==> src/rtl/instr_fetch_mem.sv <==
// Loadable instruction memory for the IF stage: registered reads, LOAD/RUN gating,
// bubble insertion on memory conflicts, and wrap-or-fault handling of out-of-range PCs.
module instr_fetch_mem #(
    parameter int unsigned DATA_W   = 16,
    parameter int unsigned ADDR_W   = 16,
    parameter int unsigned DEPTH    = 64,
    parameter int unsigned IDX_W    = $clog2(DEPTH),
    parameter int unsigned PC_SHIFT = 2,
    parameter bit          WRAP_EN  = 1'b1,
    parameter logic [DATA_W-1:0] NOP_WORD = 16'h0800
) (
    input  logic              clk,
    input  logic              rst,
    input  logic [ADDR_W-1:0] pc,
    input  logic              fetch_en,
    input  logic              mem_conflict,
    input  logic              load_we,
    input  logic [IDX_W-1:0]  load_addr,
    input  logic [DATA_W-1:0] load_data,
    input  logic              load_done,
    output logic [DATA_W-1:0] instruction,
    output logic              inst_valid,
    output logic              pc_fault,
    output logic              ready
);

    // state   | meaning
    // ST_LOAD | loader owns the array; outputs forced to NOP, fetches ignored
    // ST_RUN  | fetches served from the array, one-cycle read latency
    typedef enum logic {ST_LOAD = 1'b0, ST_RUN = 1'b1} state_t;

    state_t            state_q, state_d;
    logic [DATA_W-1:0] instruction_q, instruction_d;
    logic              inst_valid_q, inst_valid_d;
    logic              pc_fault_q, pc_fault_d;
    logic              ready_q, ready_d;

    logic [DATA_W-1:0] mem_q [DEPTH];

    logic [ADDR_W-1:0] idx_full;
    logic [IDX_W-1:0]  idx;
    logic              out_of_range;
    logic [DATA_W-1:0] fetch_word;

    assign idx_full     = pc >> PC_SHIFT;
    assign idx          = idx_full[IDX_W-1:0];
    assign out_of_range = ({1'b0, idx_full} >= (ADDR_W + 1)'(DEPTH));
    // Write-first: a same-edge load to the fetched word returns the new data.
    assign fetch_word   = (load_we && (load_addr == idx)) ? load_data : mem_q[idx];

    always_comb begin
        state_d       = state_q;
        instruction_d = instruction_q;
        inst_valid_d  = inst_valid_q;
        pc_fault_d    = pc_fault_q;
        ready_d       = ready_q;
        if (state_q == ST_LOAD) begin
            instruction_d = NOP_WORD;
            inst_valid_d  = 1'b0;
            pc_fault_d    = 1'b0;
            ready_d       = load_done;
            if (load_done) begin
                state_d = ST_RUN;
            end
        end else begin
            ready_d = 1'b1;
            if (mem_conflict) begin
                instruction_d = NOP_WORD;
                inst_valid_d  = 1'b0;
                pc_fault_d    = 1'b0;
            end else if (fetch_en) begin
                if (out_of_range && !WRAP_EN) begin
                    instruction_d = NOP_WORD;
                    inst_valid_d  = 1'b0;
                    pc_fault_d    = 1'b1;
                end else begin
                    instruction_d = fetch_word;
                    inst_valid_d  = 1'b1;
                    pc_fault_d    = 1'b0;
                end
            end
        end
    end

    always_ff @(posedge clk) begin
        if (!rst) begin
            state_q       <= ST_LOAD;
            instruction_q <= NOP_WORD;
            inst_valid_q  <= 1'b0;
            pc_fault_q    <= 1'b0;
            ready_q       <= 1'b0;
        end else begin
            state_q       <= state_d;
            instruction_q <= instruction_d;
            inst_valid_q  <= inst_valid_d;
            pc_fault_q    <= pc_fault_d;
            ready_q       <= ready_d;
        end
    end

    // Array is never cleared so a reset keeps the loaded program.
    always_ff @(posedge clk) begin
        if (load_we) begin
            mem_q[load_addr] <= load_data;
        end
    end

    assign instruction = instruction_q;
    assign inst_valid  = inst_valid_q;
    assign pc_fault    = pc_fault_q;
    assign ready       = ready_q;

endmodule

==> config.mk <==
export PLATFORM = sky130hd
export DESIGN_NAME = instr_fetch_mem
export DESIGN_NICKNAME = d
export VERILOG_FILES = /design/src/rtl/instr_fetch_mem.sv
export SDC_FILE = /design/constraint.sdc
export NUM_CORES = 1
export LEC_CHECK = 0
export CAP_MARGIN = 20
export CORE_MARGIN = 4
export CORE_UTILIZATION = 30
export DETAILED_ROUTE_END_ITERATION = 10
export PLACE_DENSITY_LB_ADDON = 0.15
export SLEW_MARGIN = 15
export SYNTH_ARGS = -nofsm -noshare
export SYNTH_HDL_FRONTEND = slang
export SYNTH_SLANG_ARGS = --single-unit
==> constraint.sdc <==
create_clock -name clk -period 3 [get_ports clk]
set_input_delay 0.45 -clock clk [delete_from_list [all_inputs] [get_ports clk]]
set_output_delay 0.45 -clock clk [all_outputs]
set_load 0.01 [all_outputs]
# Yosys cells after proc, flatten, opt, wreduce, memory -nomap -nowiden
# Memories as Yosys holds them, arrays and structs flattened. A register that Yosys moved wholly into a read port is not among the register bits.
# Cells that the tools add are included.
# totals
latch_bits	0
elab_cells	12
output_inout_bits	19
rom_bits	0
mem_count	1
mem_bits_rw	1024
inputBits	44
regBits	3
# op_classes
n_eq_ne	0
n_mux	5
div	0
n_shift	0
multipliers	0
n_reduce_logical	1
order_cmp	0
addsub	0
n_bitwise	2
# mem_list
memory	words	word_bits	read_ports	rd_ports_with_merged_regs	write_ports	line	source
mem_q	64	16	1	1	1	38	logic [DATA_W-1:0] mem_q [DEPTH];
# op_table
op	n
$mux W1	5
$reduce_or A3 Y1	1
$not A1 Y1	2

# Depth between registers and ports, before layout
# depth
ltp_word	2
ltp_mapped	10
depth_no_buf	5

# Least setup slack after synthesis
# No wires, ideal clock.
# synth_path
path_kind	in2reg
from	in load_addr[5]
to	mem mem_q[48][0] (enable)
path_stages	4
setup_ps	409
setup_slack_ps	286
n_path_buf	1
t_required_ps	2591
arrival_ps	2304
cell_sequence	clkbuf_1 nand3_1 or3_1 nor3_1
# synth_lines
element	line	source
start: declaration	18	input logic [IDX_W-1:0] load_addr,
end: declaration	38	
# Straight into the memory's write port.

# Final worst setup path
# layout_path
from	reg instruction_q[11] (netlist: instruction[11]) (read register of mem_q)
to	out instruction[11]
# layout_lines
element	line	source
start: declaration	33	logic [DATA_W-1:0] instruction_q, instruction_d;
end: declaration	21	output logic [DATA_W-1:0] instruction,
# No word-level cell between the ends.

==> summary.txt <==
Logic synthesis
  – Synthesized flop and latch total: about 1000
  – Post-synthesis cell area: 40500 um^2
  – Syn_nets: 2002
  – Main synth FF type: edfxtp_1
  – Async SR Flop Fraction: 0
  – Avg Synthesized Cell Area: 20.7 um^2
  – Yosys Warn Count: 0
  – Mapped Cells: ~2000
  – Register area share after synthesis: 0.767
  – Post-synth EDFFs: 1024
  – Synth cell types: 45

Timing
  – Post-route minimum period: 2330 ps
  – Unrepaired setup endpoints after global routing: no
  – Post-Route Setup TNS: 0 ps
  – Rel. slew slack: 0.261
  – Worst hold slack: 196 ps
  – Clk_skew: 42.5 ps
  – Period utilization: 0.777
  – FMAX: 0.429 GHz
  – Final hold vios: 0
  – Slew Limit Fails: 0
  – Final setup viols: 0
  – Worst-Margin Slew: 1100 ps

Worst setup path
  – Kind of critical path: reg2out
  – Worst Setup Start Kind: flip-flop
  – Worst Path Arrival: 1880 ps
  – Slowest CP cell: clkdlybuf4s50_1
  – CP delay by family, top: buffers and inverters
  – CP Data Required Time: between 2000 and 3000 ps
  – Critical path cell sequence: clkdlybuf4s50_1
  – Worst setup EP type: output port
  – Critical path peak fanout: 2
  – Beginning of the critical path: instruction[11]
  – Worst path max stage delay: between 600 and 700 ps
  – WP buf/inv: 1
  – Reg-to-reg startpoint: mem_q[13][9]

Clock tree
  – CTS sink cnt: 1042
  – Post-CTS Setup Inserts: 0
  – Skew-Pair Late Insertion Delay: roughly 700 ps
  – Clk root buf: clkbuf_16
  – Cts bufs inserted: 115
  – Worst-path clk slew: 60 ps
  – Max H-tree Level: 3
  – PostCTS Resize Cnt: 0
  – Cts hold-fix bufs: 0
  – CTS tree: done
  – Clock buffer depth: 3

Floorplanning
  – # rows: roughly 130
  – Initial Util: 0.303
  – Die Y: 376 um
  – Die area: about 140000 um^2
  – CORE AREA: between 100000 and 150000 um^2
  – Die W: 376 um
  – # IOs: 63

Routing
  – Final Routed Wirelength: roughly 110000 um
  – Residual DRC: 0
  – Detailed Routing Iterations Pass 1: 5
  – Initial drt markers: 1663
  – Final ANT Viol Nets: 0
  – Vias: approximately 20000
  – Vias/cell: a little under 5
  – Wire per inst: 27.4 um

GRT
  – Grt ovf: 0
  – Initial antenna violation count: 10
  – Largest net degree at the start of global routing: 66
  – GRT Util Overall: 0.158
  – First-pass GRT wire length: 159000 um
  – Vias in the first global route: 21160

Run status
  – Status: complete, no violations

Placement
  – GP Congestion: 0.836
  – Port Buffers: 51
  – Hpwl dp: 70100 um
  – Dpl cell area: roughly 45000 um^2

Layout
  – Final design utilization: 0.364
  – Commonest non-fill, non-tap cells in the layout: 1024 x edfxtp_1, 193 x mux4_2, 157 x buf_4
  – Post-route cell area: 48600 um^2
  – Share of cells above drive strength 1: 0.305
  – Area Overhead vs Synth: 20.0%
  – Nets: 2269
  – Most common cell after layout, fill and taps aside: edfxtp_1

Worst hold path
  – HP Start: load_data[8]
  – HP Class: in2reg

Run
  – Number of max-cap violations: 0

Power
  – Static leakage: 0.0153 uW
  – VDD IR max: 0.494 mV
  – P per Cell Area: roughly 650 nW/um^2
-- power by group --
group,switching [uW],internal (uW)
clock,5690,7860
combinational,1050,667
sequential,28.1,16100
-- path summary, 6_finish.rpt --
check	depth (start not counted)	end	slack (ps)
worst max-delay path	1	instruction[11]	670
worst max register to register	6	instruction[9]	960
worst min-delay path	1	mem_q[59][8]	200
worst min register to register	1	state_q	490
-- per-layer routing --
| layer | track usage | vias to the layer above | part of all wire | routed length (um) |
|---|---|---|---|---|
| li1 | - | 8756 | - | - |
| met1 | 0.219 | 10823 | 0.45 | 50500 |
| met2 | 0.252 | 448 | 0.47 | 52600 |
| met3 | 0.0353 | 162 | 0.052 | 5780 |
| met4 | 0.0436 | 0 | 0.028 | 3100 |
| met5 | 0 | - | 0 | 0 |
-- cell families (layout without fill, tap and decap cells) --
family	count (synthesis)	after routing	synth area share
other	1	7	0.0000925
multiplexers	336	336	0.145
flip-flops	1042	1042	0.767
buffers and inverters	126	484	0.0175
AO/OA/AOI/OAI	255	255	0.0461
XOR/XNOR	6	6	0.00130
AND/OR/NAND/NOR	192	192	0.0224
-- sequential cells by signal, indices dropped and copies added (netlist names) --
name         cells
mem_q         1024
instruction     16
inst_valid       1
state_q          1
-- through the flow --
| step | instances | worst slack, ps | power (uW) |
|---|---|---|---|
| after floorplan | 1958 | 286 | 17200 |
| after global placement | 3876 | 35.6 | 18100 |
| after detailed placement | 3876 | 22.5 | 18200 |
| after CTS | 4084 | 596 | 31800 |
| after global routing | 4084 | 581 | 32500 |
| final | 4090 | 669 | 31400 |
-- cell type report --
class	instances	area, um^2
fill	12436	85200
multi-input combinational	790	8750
timing repair buffer	273	2930
sequential	1042	31100
tap	1768	2210
clock inverter	74	669
antenna	6	15.0
clock buffer	134	2950
inverter	3	11.3
-- Yosys cell counts, types with 3 or more instances --
cell type	n	share of area
o31ai_1	15	0.0028
buf_6	12	0.0033
clkbuf_1	48	0.0044
o41ai_1	7	0.0015
buf_2	40	0.0049
mux4_2	193	0.11
or2_2	4	0.00062
a22o_1	30	0.0065
nor2_1	88	0.0081
nand3b_1	3	0.00056
edfxtp_1	1024	0.76
inv_1	3	0.00028
nand2b_1	10	0.0015
nor3_1	18	0.0022
o21a_1	18	0.0033
a211oi_1	15	0.0028
mux2i_1	51	0.013
nand3_1	7	0.00086
nand2_1	24	0.0022
a31oi_1	16	0.0025
buf_4	20	0.0037
o22ai_1	61	0.0094
dfxtp_1	18	0.0089
a2111oi_1	8	0.0020
a2111oi_0	11	0.0024
nor4_1	4	0.00062
o41ai_2	8	0.0032
a221oi_1	16	0.0035
nor2b_1	22	0.0034
mux2_2	92	0.026
o21ai_0	31	0.0038
xnor2_1	6	0.0013
a21oi_1	17	0.0021
(Power assumes the default switching activity.)
